### src/rtl/fp16_result_fifo_if.sv
// Handshake/data bundle between the fp16 multiplier side and the result FIFO.
// The master drives writes/reads; the slave (the FIFO) returns data, class and status.
interface fp16_result_fifo_if #(
  parameter int DEPTH = 4
);
  localparam int CW = $clog2(DEPTH) + 1;

  logic [15:0]   producto;
  logic          wr_en;
  logic          rd_en;
  logic [15:0]   dout;
  logic          dout_valid;
  logic          snan, qnan, inf, zero, subnormal, normal;
  logic [CW-1:0] count;
  logic          full, empty;
  logic          ovf, udf;

  modport master (
    output producto, wr_en, rd_en,
    input  dout, dout_valid, snan, qnan, inf, zero, subnormal, normal,
    input  count, full, empty, ovf, udf
  );

  modport slave (
    input  producto, wr_en, rd_en,
    output dout, dout_valid, snan, qnan, inf, zero, subnormal, normal,
    output count, full, empty, ovf, udf
  );
endinterface

### src/rtl/fp16_result_fifo.sv
// FIFO for half-precision products; each word is classified on entry and the
// class travels with the data so the read side gets it with no extra decode.
module fp16_result_fifo #(
  parameter int DEPTH = 4
) (
  input  logic              clk,
  input  logic              rst,
  fp16_result_fifo_if.slave bus
);
  localparam int AW = $clog2(DEPTH);
  localparam int CW = AW + 1;

  // class vector order: {snan, qnan, inf, zero, subnormal, normal}
  function automatic logic [5:0] classify(input logic [15:0] x);
    logic [4:0] e;
    logic [9:0] m;
    e = x[14:10];
    m = x[9:0];
    if (e == 5'h1f) begin
      if (m == '0)     classify = 6'b001000;
      else if (m[9])   classify = 6'b010000;
      else             classify = 6'b100000;
    end else if (e == '0) begin
      classify = (m == '0) ? 6'b000100 : 6'b000010;
    end else begin
      classify = 6'b000001;
    end
  endfunction

  logic [21:0]   mem [DEPTH];
  logic [AW-1:0] wptr, rptr;
  logic [CW-1:0] cnt;
  logic [15:0]   dout_q;
  logic [5:0]    cls_q;
  logic          vld_q, ovf_q, udf_q;
  logic          full, empty, rd_acc, wr_acc;

  assign full   = (cnt == CW'(DEPTH));
  assign empty  = (cnt == '0);
  assign rd_acc = bus.rd_en & ~empty;
  // a read in the same cycle frees a slot, so a full FIFO can still take a write
  assign wr_acc = bus.wr_en & (~full | rd_acc);

  // storage needs no reset; stale entries are unreachable once pointers clear
  always_ff @(posedge clk) begin
    if (!rst && wr_acc) mem[wptr] <= {classify(bus.producto), bus.producto};
  end

  always_ff @(posedge clk) begin
    if (rst) begin
      wptr   <= '0;
      rptr   <= '0;
      cnt    <= '0;
      dout_q <= '0;
      cls_q  <= '0;
      vld_q  <= 1'b0;
      ovf_q  <= 1'b0;
      udf_q  <= 1'b0;
    end else begin
      vld_q <= rd_acc;
      if (wr_acc) wptr <= wptr + 1'b1;
      if (rd_acc) begin
        rptr            <= rptr + 1'b1;
        {cls_q, dout_q} <= mem[rptr];
      end
      case ({wr_acc, rd_acc})
        2'b10:   cnt <= cnt + 1'b1;
        2'b01:   cnt <= cnt - 1'b1;
        default: cnt <= cnt;
      endcase
      if (bus.wr_en && !wr_acc) ovf_q <= 1'b1;
      if (bus.rd_en && empty)   udf_q <= 1'b1;
    end
  end

  assign bus.dout       = dout_q;
  assign bus.dout_valid = vld_q;
  assign {bus.snan, bus.qnan, bus.inf, bus.zero, bus.subnormal, bus.normal} = cls_q;
  assign bus.count      = cnt;
  assign bus.full       = full;
  assign bus.empty      = empty;
  assign bus.ovf        = ovf_q;
  assign bus.udf        = udf_q;
endmodule

### src/flat_wrapper.sv
// flat-port wrapper written by rule: the top's interface ports become plain ports
module fp16_result_fifo_flat 
#(
  parameter int DEPTH = 4
)
  (clk, rst, bus_producto, bus_wr_en, bus_rd_en, bus_dout, bus_dout_valid, bus_snan, bus_qnan, bus_inf, bus_zero, bus_subnormal, bus_normal, bus_count, bus_full, bus_empty, bus_ovf, bus_udf);
  fp16_result_fifo_if #(.DEPTH(DEPTH)) bus_i ();
  input  logic clk;
  input  logic rst;
  input wire logic [$bits(bus_i.producto)-1:0] bus_producto;
  input wire logic [$bits(bus_i.wr_en)-1:0] bus_wr_en;
  input wire logic [$bits(bus_i.rd_en)-1:0] bus_rd_en;
  output wire logic [$bits(bus_i.dout)-1:0] bus_dout;
  output wire logic [$bits(bus_i.dout_valid)-1:0] bus_dout_valid;
  output wire logic [$bits(bus_i.snan)-1:0] bus_snan;
  output wire logic [$bits(bus_i.qnan)-1:0] bus_qnan;
  output wire logic [$bits(bus_i.inf)-1:0] bus_inf;
  output wire logic [$bits(bus_i.zero)-1:0] bus_zero;
  output wire logic [$bits(bus_i.subnormal)-1:0] bus_subnormal;
  output wire logic [$bits(bus_i.normal)-1:0] bus_normal;
  output wire logic [$bits(bus_i.count)-1:0] bus_count;
  output wire logic [$bits(bus_i.full)-1:0] bus_full;
  output wire logic [$bits(bus_i.empty)-1:0] bus_empty;
  output wire logic [$bits(bus_i.ovf)-1:0] bus_ovf;
  output wire logic [$bits(bus_i.udf)-1:0] bus_udf;
  assign bus_i.producto = bus_producto;
  assign bus_i.wr_en = bus_wr_en;
  assign bus_i.rd_en = bus_rd_en;
  assign bus_dout = bus_i.dout;
  assign bus_dout_valid = bus_i.dout_valid;
  assign bus_snan = bus_i.snan;
  assign bus_qnan = bus_i.qnan;
  assign bus_inf = bus_i.inf;
  assign bus_zero = bus_i.zero;
  assign bus_subnormal = bus_i.subnormal;
  assign bus_normal = bus_i.normal;
  assign bus_count = bus_i.count;
  assign bus_full = bus_i.full;
  assign bus_empty = bus_i.empty;
  assign bus_ovf = bus_i.ovf;
  assign bus_udf = bus_i.udf;
  fp16_result_fifo #(.DEPTH(DEPTH)) u_core (.clk(clk), .rst(rst), .bus(bus_i));
endmodule
### config.mk
export PLATFORM = sky130hd
export DESIGN_NAME = fp16_result_fifo_flat
export DESIGN_NICKNAME = d
export VERILOG_FILES = /design/src/rtl/fp16_result_fifo_if.sv /design/src/rtl/fp16_result_fifo.sv /design/src/flat_wrapper.sv
export SDC_FILE = /design/constraint.sdc
export NUM_CORES = 1
export LEC_CHECK = 0
export CAP_MARGIN = 5
export CORE_AREA = 2 2 104 106
export CTS_BUF_LIST = sky130_fd_sc_hd__clkbuf_4 sky130_fd_sc_hd__clkbuf_8 sky130_fd_sc_hd__clkbuf_16
export CTS_CLUSTER_DIAMETER = 200
export DETAILED_ROUTE_END_ITERATION = 7
export DIE_AREA = 0 0 106 108
export GPL_ROUTABILITY_DRIVEN = 0
export SLEW_MARGIN = 20
export SYNTH_ARGS = -nofsm -noshare
export SYNTH_HDL_FRONTEND = slang
export SYNTH_SLANG_ARGS = --single-unit
### constraint.sdc
create_clock -name clk -period 3.6 [get_ports clk]
set_input_delay 0.72 -clock clk [delete_from_list [all_inputs] [get_ports clk]]
set_output_delay 0.72 -clock clk [all_outputs]
set_load 0.01 [all_outputs]
# Yosys cells after proc, flatten, opt, wreduce, memory -nomap -nowiden
# Memories as Yosys holds them, arrays and structs flattened. A register that Yosys moved wholly into a read port is not among the register bits.
# Index checks and enable logic that the tools add are counted.
# classes
mux	9
eq_ne	4
bitwise	5
addsub	4
reduce_logical	9
# op_table
cell	n
two-way mux 6 bit	5
zero test 10 bit	1
one-hot mux 3 bit (2 select lines)	1
equality test 5 bit, second input constant	1
zero test 5 bit	1
adder 2 x 1 -> 2 bit, second input constant	2
adder 3 x 1 -> 3 bit, second input constant	1
equality test 3 bit, second input constant	1
logical AND 1 bit	3
zero test 3 bit	1
two-way mux 3 bit	1
subtractor 3 x 1 -> 3 bit, second input constant	1
AND 1 bit	2
equality test 2 x 1 -> 1 bit, second input constant	1
equality test 2 bit, second input constant	1
zero test 1 bit	2
two-way mux 1 bit	2
NOT 1 bit	2
nonzero test 2 bit	1
OR 1 bit	1
# totals
reg_bits	10
elab_cells	38
input_bits	20
mem_bits_rw	88
output_inout_bits	30
memories	1
# memory_table
name	words	width	read_ports	rd_clocked_by_memory_dff	wr	line_no	rtl
u_core.mem	4	22	1	1	1	fp16_result_fifo.sv:30	logic [21:0] mem [DEPTH];

# Depth between registers and ports, before layout
# Gate-level depths: netlist of run 1.
# logic_depth
word_depth	8
mapped_depth	9
mapped_depth_nobuf	9

# Worst setup path before layout of run 1
# No wires, ideal clock.
# synth_timing
path_kind	input port to flip-flop
start	input port rst
end	memory u_core.mem[0][0], enable pin
arrival_time_ns	2.791
stages	3
path_slack_ns	0.376
n_path_buf	2
setup_ns	0.433
t_required_ns	3.167
path_cell_list	buf_2 > buf_1 > nor3b_1
# synth_between
elab_chain_len	4
# synth_rtl
item	line_no	rtl
from (decl)	flat_wrapper.sv:9	input logic rst;
zero test 1 bit	fp16_result_fifo.sv:46	if (!rst && wr_acc) mem[wptr] <= {classify(bus.producto), bus.producto};
logical AND 1 bit	fp16_result_fifo.sv:46	
two-way mux 1 bit	fp16_result_fifo.sv:46	
two-way mux 1 bit (not written as such)	fp16_result_fifo.sv:46	
to (decl)	fp16_result_fifo.sv:30	
# No other way between the ends.

# Worst setup path after layout of run 1
# layout_timing
start	input port bus_rd_en
end	register u_core.cnt[2] (netlist: u_core.bus.count[2])
# layout_between
elab_chain_len	5
elab_cells_between_ends	7
cone_classes	eq/ne (2); mux (1); bitwise (3); reduce/logical (1)
# layout_rtl
item	line_no	rtl
from (decl)	flat_wrapper.sv:12	input wire logic [$bits(bus_i.rd_en)-1:0] bus_rd_en;
AND 1 bit (*)	fp16_result_fifo.sv:40	assign rd_acc = bus.rd_en & ~empty;
OR 1 bit	fp16_result_fifo.sv:42	assign wr_acc = bus.wr_en & (~full | rd_acc);
AND 1 bit	fp16_result_fifo.sv:42	
equality test 2 x 1 -> 1 bit or equality test 2 bit (tied branches)	fp16_result_fifo.sv:66	case ({wr_acc, rd_acc})
one-hot mux 3 bit (2 select lines) or nonzero test 2 bit (tied branches)	-	
to (signal assigned)	fp16_result_fifo.sv:67	2'b10: cnt <= cnt + 1'b1;
to (signal assigned)	fp16_result_fifo.sv:68	2'b01: cnt <= cnt - 1'b1;
to (signal assigned)	fp16_result_fifo.sv:69	default: cnt <= cnt;
to (decl)	fp16_result_fifo.sv:32	logic [CW-1:0] cnt;
# Mark *: on every way between the ends. The rest lies on a longest branch, timed or not.
# A chain may end at the register's enable or synchronous reset.

==> results.json, run 1 <==
{
  "rr_worst_depth": 9,
  "ios": 50,
  "power.switching_uw": 974,
  "postCtsSetupRepairBufs": 0,
  "r2r_slack_ps": 980,
  "clk-insertion-delay-late_ps": 500,
  "filler_cell_count": 793,
  "hp-start": "u_core.bus.ovf",
  "combinationalPowerShare_pct": 18.3,
  "vias": 2313,
  "p_int_mw": 3.17,
  "drt_wl_total_mm": 8.14,
  "hold_slack_ps": 468,
  "row_count": 37,
  "die_area_sq_um": 11400,
  "clkPwrFrac_pct": 40.7,
  "grt_pass1_vias": 2463,
  "core_sq_um": 10200,
  "clock_path_buffers": 2,
  "r2r-end": "u_core.bus.count[2]",
  "setup_tns_ps": 0,
  "grt_pass1_wl_mm": 13.3,
  "grt-ovfl-total": 0,
  "rsz0062_at_grt": "no",
  "p_sw_share_pct": 23.5,
  "synth_edf_count": 88,
  "power_density_nw_per_um2": 721,
  "numPortBuffers": 49,
  "ys_types": 37,
  "fin_worst_skew_ps": 7.13,
  "cp.arrival_ps": 3270,
  "cp_max_fo": 5,
  "synthArstFlopShare_pct": 0,
  "power_leakage_nw": 1.94,
  "vias_per_cell": 5.11,
  "worstSetupEndpointType": "register",
  "max_cap_violations": 0,
  "power_mw": 4.15,
  "cts_root_buf": "clkbuf_8",
  "drive_gt1_share_pct": 20.2,
  "grt_usage_pct": 15.9,
  "seqPwrFrac_pct": 41.0,
  "start_util_pct": 44.0,
  "min_path_type": "reg -> reg",
  "ir_worst_vdd_mv": 0.295,
  "postRouteAntennaNets": 0,
  "seq_area_frac_synth_pct": 72.9,
  "yosys_warnings": 0,
  "cp.required_ps": 4030,
  "ys_ff_latch": 120,
  "cts_tree": "built",
  "crit_type": "in -> reg",
  "dp_hpwl_mm": 4.79,
  "dpl_worst_slack_ps": 303,
  "fin_nets": 330,
  "h-tree-depth": 4,
  "wire_per_inst_um": 18.0,
  "antenna_cells": 0,
  "startpoint_type": "input pin",
  "hold-path-cell-count": 2,
  "fmax_mhz": 351,
  "drt_pass1_iterations": 4,
  "die_h_um": 108,
  "multiInputGateArea_sq_um": 1120,
  "worst_pin_slew_ps": 1080,
  "cts_sinks": 120,
  "rr_startpoint": "u_core.bus.count[2]",
  "final-seq-area_sq_um": 3280,
  "finalCritPeriodShare_pct": 79.1,
  "syn2layout_area_growth_pct": 27.8,
  "avgSynthCellArea_sq_um": 18.8,
  "grt_start_max_net_pins": 24,
  "drt_iter0_drc": 90,
  "min_to": "u_core.bus.ovf",
  "period_needed_ps": 2850,
  "synthFlopType": "edfxtp_1",
  "finalMaxSlewViolations": 0,
  "antenna_found_initial": 0,
  "synthCells": 240,
  "die_w_um": 106,
  "syn_area_sq_um": 4500,
  "setup_viol": 0,
  "holdBufCountCts": 0,
  "status": "finished clean",
  "hold_violations": 0,
  "numCtsBuffers": 17,
  "drc": 0,
  "syn-num-nets": 266,
  "post_cts_resized": 0,
  "worst_slack_ps": 753,
  "clk_pin_slew_ps": 60,
  "slew_headroom_pct": 28.1
}
## stage by stage
| step | std cells | instance area [sq um] | util, % |
|---|---|---|---|
| after CTS | 453 | 5750 | 56.2 |
| after floorplan | 240 | 4500 | - |
| after global routing | 453 | 5750 | 56.2 |
| final | 453 | 5750 | 56.2 |
| after detailed placement | 421 | 5150 | 50.3 |
| after global placement | 421 | 5150 | 50.3 |
## cells in the final DEF, fill, tap and decap left out, drive strengths merged, types with 2 or more instances in the layout
cell / count
bufinv: 3
a21oi: 4
a22o: 22
nor2b: 2
nor3b: 4
ha: 5
nand2b: 2
edfxtp: 88
nor3: 3
clkdlybuf4s50: 49
inv: 7
clkbuf: 23
xor2: 3
dfxtp: 32
and3: 2
nor2: 18
clkinv: 5
buf: 7
mux4: 22
## critical path: stages
cell and delay [ps]:
clkdlybuf4s50_1 460, nor4b_1 430, nor2b_2 120, inv_1 210, ha_1 230, inv_1 60
fa_1 390, xor2_1 170, or3_1 320, a21oi_1 170
## flip-flops by register name (all words and copies together), names as in the netlist
signal,cells
u_core.bus.count,3
u_core.bus.dout,16
u_core.bus.dout_valid,1
u_core.bus.ovf,1
u_core.bus.udf,1
u_core.cls_q,6
u_core.mem,88
u_core.rptr,2
u_core.wptr,2
## synthesized netlist by cell type, types with 2 or more instances
cell / number / share of area (%)
edfxtp_1: 88 / 59
xor2_1: 3 / 0.58
buf_4: 2 / 0.33
buf_1: 2 / 0.17
inv_1: 7 / 0.58
a22o_1: 22 / 4.3
mux4_1: 4 / 2.3
nor2_1: 17 / 1.4
mux4_2: 18 / 9.0
nand2b_1: 2 / 0.28
ha_1: 5 / 1.4
a21oi_1: 4 / 0.44
dfxtp_1: 32 / 14
and3_1: 2 / 0.28
buf_6: 5 / 1.3
nor3_1: 3 / 0.33
nor3b_1: 4 / 0.67
## worst max-delay path by stage
stage,startpoint,end,slack [ps],depth (start not counted)
floorplan,rst,u_core.mem[0][0],380,3
detailed placement,bus_rd_en,u_core.bus.count[2],300,10
global placement,bus_rd_en,u_core.bus.count[2],390,10
CTS,bus_rd_en,u_core.bus.count[2],770,10
global route,bus_rd_en,u_core.bus.count[2],560,10
finish,bus_rd_en,u_core.bus.count[2],750,10
## cell families after synthesis
group,after synthesis,share of synthesized area (%)
flip-flops,120,72.9
adder cells (fa/ha/maj),6,1.83
AND/OR/NAND/NOR,39,4.75
multiplexers,24,11.9
AO/OA/AOI/OAI,29,5.25
XOR/XNOR,4,0.779
buffers and inverters,18,2.53
## metal layers
| metal | wire (um) | part of all wire [%] | global-route usage, % | vias up |
|---|---|---|---|---|
| li1 | - | - | - | 1087 |
| met1 | 3770 | 46 | 20.4 | 1178 |
| met2 | 4060 | 50 | 25.3 | 42 |
| met3 | 224 | 2.8 | 5.24 | 6 |
| met4 | 81 | 1.0 | 6.77 | 0 |
| met5 | 0 | 0 | 0 | - |
## power groups by stage
stage | logic (mW) | clock network [mW] | registers, mW
6_report | 0.760 | 1.69 | 1.70
5_1_grt | 0.827 | 1.78 | 1.72
4_1_cts | 0.776 | 1.72 | 1.70
3_5_place_dp | 0.772 | 0 | 1.73
3_3_place_gp | 0.767 | 0 | 1.72
2_1_floorplan | 0.460 | 0 | 1.75
## final cells by class
class	instances	share of cell area [%]
tap	136	2.96
multi-input combinational	102	19.5
sequential	120	57.1
timing repair buffer	56	9.44
inverter	7	0.457
clock inverter	9	2.09
clock buffer	23	8.42
Power figures use the tool's default switching activity.
==> run 2, diff against run 1 <==
--- a/config.mk
+++ b/config.mk
@@ -12,6 +12,7 @@
 export DETAILED_ROUTE_END_ITERATION = 7
 export DIE_AREA = 0 0 106 108
 export GPL_ROUTABILITY_DRIVEN = 0
+export PLACE_DENSITY = 0.67
 export SLEW_MARGIN = 20
 export SYNTH_ARGS = -nofsm -noshare
 export SYNTH_HDL_FRONTEND = slang
==> constraint.sdc (replaced) <==
create_clock -name clk -period 2.58 [get_ports clk]
set_input_delay 0.516 -clock clk [delete_from_list [all_inputs] [get_ports clk]]
set_output_delay 0.516 -clock clk [all_outputs]
set_load 0.01 [all_outputs]
==> run 2 against run 1 <==
  * Via count grew 3.3%
  * Critical path depth is the same
  * Die area is the same
  * Global-route usage grew 0.24 points
  * Utilization grew 1.4 points
  * Hold slack gained 5.5 ps
  * Register-to-register slack lost 690 ps
  * Critical endpoint unchanged
==> results.json, run 2 (same netlist as run 1, synthesis figures left out) <==
{
  "hold_violations": 0,
  "power_leakage_nw": 2.00,
  "grt_pass1_wl_mm": 13.5,
  "power_mw": 5.89,
  "worstSetupEndpointType": "register",
  "finalCritPeriodShare_pct": 88.8,
  "hold_slack_ps": 474,
  "power_density_nw_per_um2": 999,
  "r2r_slack_ps": 290,
  "cp_max_fo": 8,
  "drc": 0,
  "min_path_type": "reg -> reg",
  "rsz0062_at_grt": "no",
  "setup_viol": 0,
  "cts_root_buf": "clkbuf_8",
  "vias": 2390,
  "vias_per_cell": 5.16,
  "mostFrequentLayoutCell": "edfxtp_1",
  "die_area_sq_um": 11400,
  "grt_start_max_net_pins": 23,
  "row_count": 37,
  "cts_sinks": 120,
  "fin_util_pct": 57.6,
  "finalMaxSlewViolations": 0,
  "ir_worst_vdd_mv": 0.465,
  "crit_slowest_cell": "dfxtp_1",
  "cp.arrival_ps": 2720,
  "filler_cell_count": 769,
  "worst_pin_slew_ps": 568,
  "postCtsSetupRepairBufs": 0,
  "postRouteAntennaNets": 0,
  "grt_pass1_vias": 2470,
  "antenna_cells": 0,
  "grt_usage_pct": 16.2,
  "startpoint_type": "register",
  "critPathMaxStageDelay_ps": 450,
  "setup_tns_ps": 0,
  "die_w_um": 106,
  "drive_gt1_share_pct": 22.9,
  "start_util_pct": 44.0,
  "slew_headroom_pct": 61.8,
  "most-common-layout-cells": "edfxtp_1 (88), clkdlybuf4s50_1 (49), dfxtp_1 (32)",
  "die_h_um": 108,
  "numCtsBuffers": 17,
  "grt-ovfl-total": 0,
  "drt_iter0_drc": 193,
  "clk_pin_slew_ps": 60,
  "critical_path_buf_inv_count": 3,
  "crit_type": "reg -> reg",
  "dp_hpwl_mm": 5.01,
  "fin_worst_skew_ps": 8.93,
  "cp.required_ps": 3010,
  "top_register": "u_core.mem",
  "max_cap_violations": 0,
  "antenna_found_initial": 0,
  "path_cells": "nor4b_1 -> buf_4 -> nor2b_2 -> inv_1 -> ha_1 -> inv_1 -> fa_1 -> xor2_1 -> or3_1 -> a21oi_1",
  "ios": 50,
  "drt_wl_total_mm": 8.54,
  "numPortBuffers": 49,
  "wire_per_inst_um": 18.4,
  "post_cts_resized": 0,
  "clock_path_buffers": 2,
  "period_needed_ps": 2290,
  "h-tree-depth": 4,
  "critPathTopFamily": "simple AND/OR/NAND/NOR gates",
  "holdBufCountCts": 0,
  "syn2layout_area_growth_pct": 31.0,
  "core_sq_um": 10200,
  "largest_reg_flops": 88,
  "status": "finished clean",
  "cts_tree": "built",
  "fmax_mhz": 436,
  "fin_nets": 340,
  "drt_pass1_iterations": 5,
  "cp_common_cell": "inv_1",
  "clk-insertion-delay-late_ps": 500
}
## run 2: changes by cell type in the layout (fill, tap and decap cells not counted), moves of 2 or more
cell	before	now
buf_12	0	5
clkinv_4	0	3
clkbuf_4	2	0
clkbuf_8	5	1
inv_6	0	5
buf_4	7	12
clkinv_2	3	0
## run 2: final timing paths
kind / startpoint / depth (start not counted) / endpoint
max: u_core.bus.count[2] / 10 / u_core.bus.count[2]
min: u_core.bus.udf / 2 / u_core.bus.udf
max reg2reg: u_core.bus.count[2] / 10 / u_core.bus.count[2]
min reg2reg: u_core.bus.udf / 2 / u_core.bus.udf
## run 2: metal layers
layer	global-route usage [%]	routed length (um)	share of wire, %	up-vias
met5	0	0	0	-
li1	-	-	-	1109
met1	20.0	3700	43	1222
met4	6.02	89	1.0	0
met3	4.82	330	3.9	7
met2	27.2	4410	52	52
## run 2: cell type report
type / instances / area, sq um / area share, %
Sequential cell: 120 / 3280 / 55.7
Multi-Input combinational cell: 102 / 1130 / 19.2
Timing Repair Buffer: 66 / 681 / 11.5
Clock buffer: 17 / 414 / 7.03
Clock inverter: 15 / 190 / 3.23
Tap cell: 136 / 170 / 2.89
Inverter: 7 / 26.3 / 0.446
## run 2: worst register-to-register path, stage by stage, from the launching register on
cell and delay [ps]:
dfxtp_1 450, nor4b_1 270, buf_4 170, nor2b_2 40, inv_1 70, ha_1 170, inv_1 60, fa_1 370
xor2_1 150, or3_1 310, a21oi_1 170
## run 2: report_power, final
part | internal (mW) | total (mW) | leakage (nW) | switching (mW)
clock network | 1.49 | 2.37 | 0.290 | 0.881
registers | 2.25 | 2.36 | 1.04 | 0.111
logic | 0.649 | 1.15 | 0.665 | 0.500
## run 2: per-stage QoR
step	setup slack, ps	cell area [sq um]	std cells
2_1_floorplan	-434	4510	240
3_3_place_gp	-118	5290	431
3_5_place_dp	-168	5290	431
4_1_cts	297	5890	463
5_1_grt	90.5	5890	463
6_report	288	5890	463
==> run 3, diff against run 2 <==
--- a/config.mk
+++ b/config.mk
@@ -12,8 +12,8 @@
 export DETAILED_ROUTE_END_ITERATION = 7
 export DIE_AREA = 0 0 106 108
 export GPL_ROUTABILITY_DRIVEN = 0
-export PLACE_DENSITY = 0.67
-export SLEW_MARGIN = 20
+export PLACE_DENSITY = 0.65
+export SLEW_MARGIN = 0
 export SYNTH_ARGS = -nofsm -noshare
 export SYNTH_HDL_FRONTEND = slang
 export SYNTH_SLANG_ARGS = --single-unit
==> run 3 against run 2 <==
  * First-iteration DRC count down 47%
  * Worst setup slack gained 15 ps
  * Sequential cell count stayed put
  * Largest cell class unchanged
  * Critical path depth unchanged
  * Maximum frequency rose by 0.65%
  * Clock skew is 1.0 ps lower
  * Utilization shrank 0.84 points
  * Routed wire length is 5.4% lower
==> results.json, run 3 (same netlist as run 1, synthesis figures left out) <==
{
  "status": "finished clean",
  "top_register": "u_core.mem",
  "numPortBuffers": 49,
  "power.switching_mw": 1.36,
  "cp_max_fo": 8,
  "die_w_um": 106,
  "vias_per_cell": 5.09,
  "die_h_um": 108,
  "worstSetupEndpointType": "register",
  "finalMaxSlewViolations": 0,
  "core_sq_um": 10200,
  "drt_pass1_iterations": 4,
  "startpoint_type": "register",
  "final_area_sq_um": 5810,
  "rsz0062_at_grt": "no",
  "max_cap_violations": 0,
  "finalCritPeriodShare_pct": 88.3,
  "use_met1_pct": 19.6,
  "setup_viol": 0,
  "vias": 2352,
  "drc": 0,
  "placedCellCount": 430,
  "clk_pin_slew_ps": 50,
  "h-tree-depth": 4,
  "post_cts_resized": 0,
  "p_sw_share_pct": 24.5,
  "power_density_nw_per_um2": 960,
  "min_path_type": "reg -> reg",
  "holdBufCountCts": 0,
  "antenna_cells": 0,
  "min_to": "u_core.bus.dout[3]",
  "r2r_slack_ps": 300,
  "die_area_sq_um": 11400,
  "syn2layout_area_growth_pct": 29.1,
  "most-common-layout-cells": "edfxtp_1 (88), clkdlybuf4s50_1 (49), dfxtp_1 (32)",
  "r2r-end": "u_core.bus.count[2]",
  "crit_type": "reg -> reg",
  "instances_no_fill": 462,
  "power_leakage_nw": 1.96,
  "grt_pass1_wl_mm": 12.8,
  "cts_tree": "built",
  "wire_per_inst_um": 17.5,
  "combinationalPowerShare_pct": 20.2,
  "gr-usage-met3_pct": 4.82,
  "drt_wl_total_mm": 8.07,
  "rr_worst_depth": 10,
  "clock_path_buffers": 2,
  "dp_hpwl_mm": 4.87,
  "hold_violations": 0,
  "numCtsBuffers": 17,
  "grt_start_max_net_pins": 24,
  "drive_gt1_share_pct": 22.4,
  "fin_worst_skew_ps": 7.89,
  "largest_reg_flops": 88,
  "worst_pin_slew_ps": 1010,
  "grt_pass1_vias": 2352,
  "cts_root_buf": "clkbuf_8",
  "p_int_mw": 4.21,
  "grt_usage_pct": 15.4,
  "grt-ovfl-total": 0,
  "hp-start": "u_core.bus.dout[3]",
  "cts_sinks": 120,
  "ios": 50,
  "cp.arrival_ps": 2700,
  "rr_startpoint": "u_core.bus.count[2]",
  "clk-insertion-delay-late_ps": 500,
  "postRouteAntennaNets": 0,
  "start_util_pct": 44.0,
  "fin_nets": 339,
  "top_usage_layer": "met2",
  "antenna_found_initial": 0,
  "slew_headroom_pct": 32.3,
  "period_needed_ps": 2280,
  "row_count": 37,
  "fmax_mhz": 439,
  "clkPwrFrac_pct": 37.5,
  "drt_iter0_drc": 103,
  "seqPwrFrac_pct": 42.3,
  "postPlaceCellArea_sq_um": 5270,
  "mostFrequentLayoutCell": "edfxtp_1",
  "grt_use_met2_pct": 24.6,
  "postCtsSetupRepairBufs": 0,
  "cp.required_ps": 3010,
  "ir_worst_vdd_mv": 0.376,
  "hold-path-cell-count": 1
}
[run 3: how the worst max path moves through the flow]
| stage | endpoint | cells after the start | start | slack [ps] |
|---|---|---|---|---|
| 6_report | u_core.bus.count[2] | 10 | u_core.bus.count[2] | 300 |
| 5_1_grt | u_core.bus.count[2] | 10 | u_core.bus.count[2] | 70 |
| 4_1_cts | bus_full | 3 | u_core.bus.count[0] | 290 |
| 3_5_place_dp | u_core.bus.count[2] | 11 | bus_rd_en | -190 |
| 3_3_place_gp | u_core.bus.count[2] | 11 | bus_rd_en | -110 |
| 2_1_floorplan | u_core.mem[1][0] | 3 | rst | -430 |
[run 3: per-stage QoR]
stage | TNS (ps) | total power [mW] | setup WS, ps | util, % | hold slack [ps]
after floorplan | -28160 | 3.08 | -434 | - | 481
after global placement | -108 | 3.52 | -108 | 51.5 | 456
after detailed placement | -191 | 3.54 | -191 | 51.5 | 464
after CTS | 0 | 5.65 | 290 | 56.8 | 481
after global routing | 0 | 5.82 | 73.5 | 56.8 | 495
final | 0 | 5.58 | 303 | 56.8 | 474
[run 3: metal layers]
metal / up-vias / share of wire [%]
met5: - / 0
met2: 42 / 51
met4: 0 / 0.76
met3: 4 / 3.8
li1: 1110 / -
met1: 1196 / 45
[run 3: power by group through the flow]
stage	combinational, mW	sequential [mW]	clock [mW]
4_1_cts	1.15	2.36	2.14
2_1_floorplan	0.643	2.44	0
3_3_place_gp	1.13	2.39	0
5_1_grt	1.23	2.38	2.21
6_report	1.13	2.36	2.09
3_5_place_dp	1.14	2.40	0
[run 3: worst max-delay path, cell delays in order (launching register included)]
cell and delay, ps:
dfxtp_1 440, nor4b_1 270, buf_4 170, nor2b_2 40
inv_1 80, ha_1 160, inv_1 60, fa_1 370
xor2_1 160, or3_1 300, a21oi_1 160
[run 3: final cells by class]
type                            instances  area [sq um]
Clock inverter                         10          80.1
Sequential cell                       120          3280
Tap cell                              136           170
Timing Repair Buffer                   65           661
Inverter                                7          26.3
Clock buffer                           22           458
Multi-Input combinational cell        102          1130
Fill cell                             770          4420
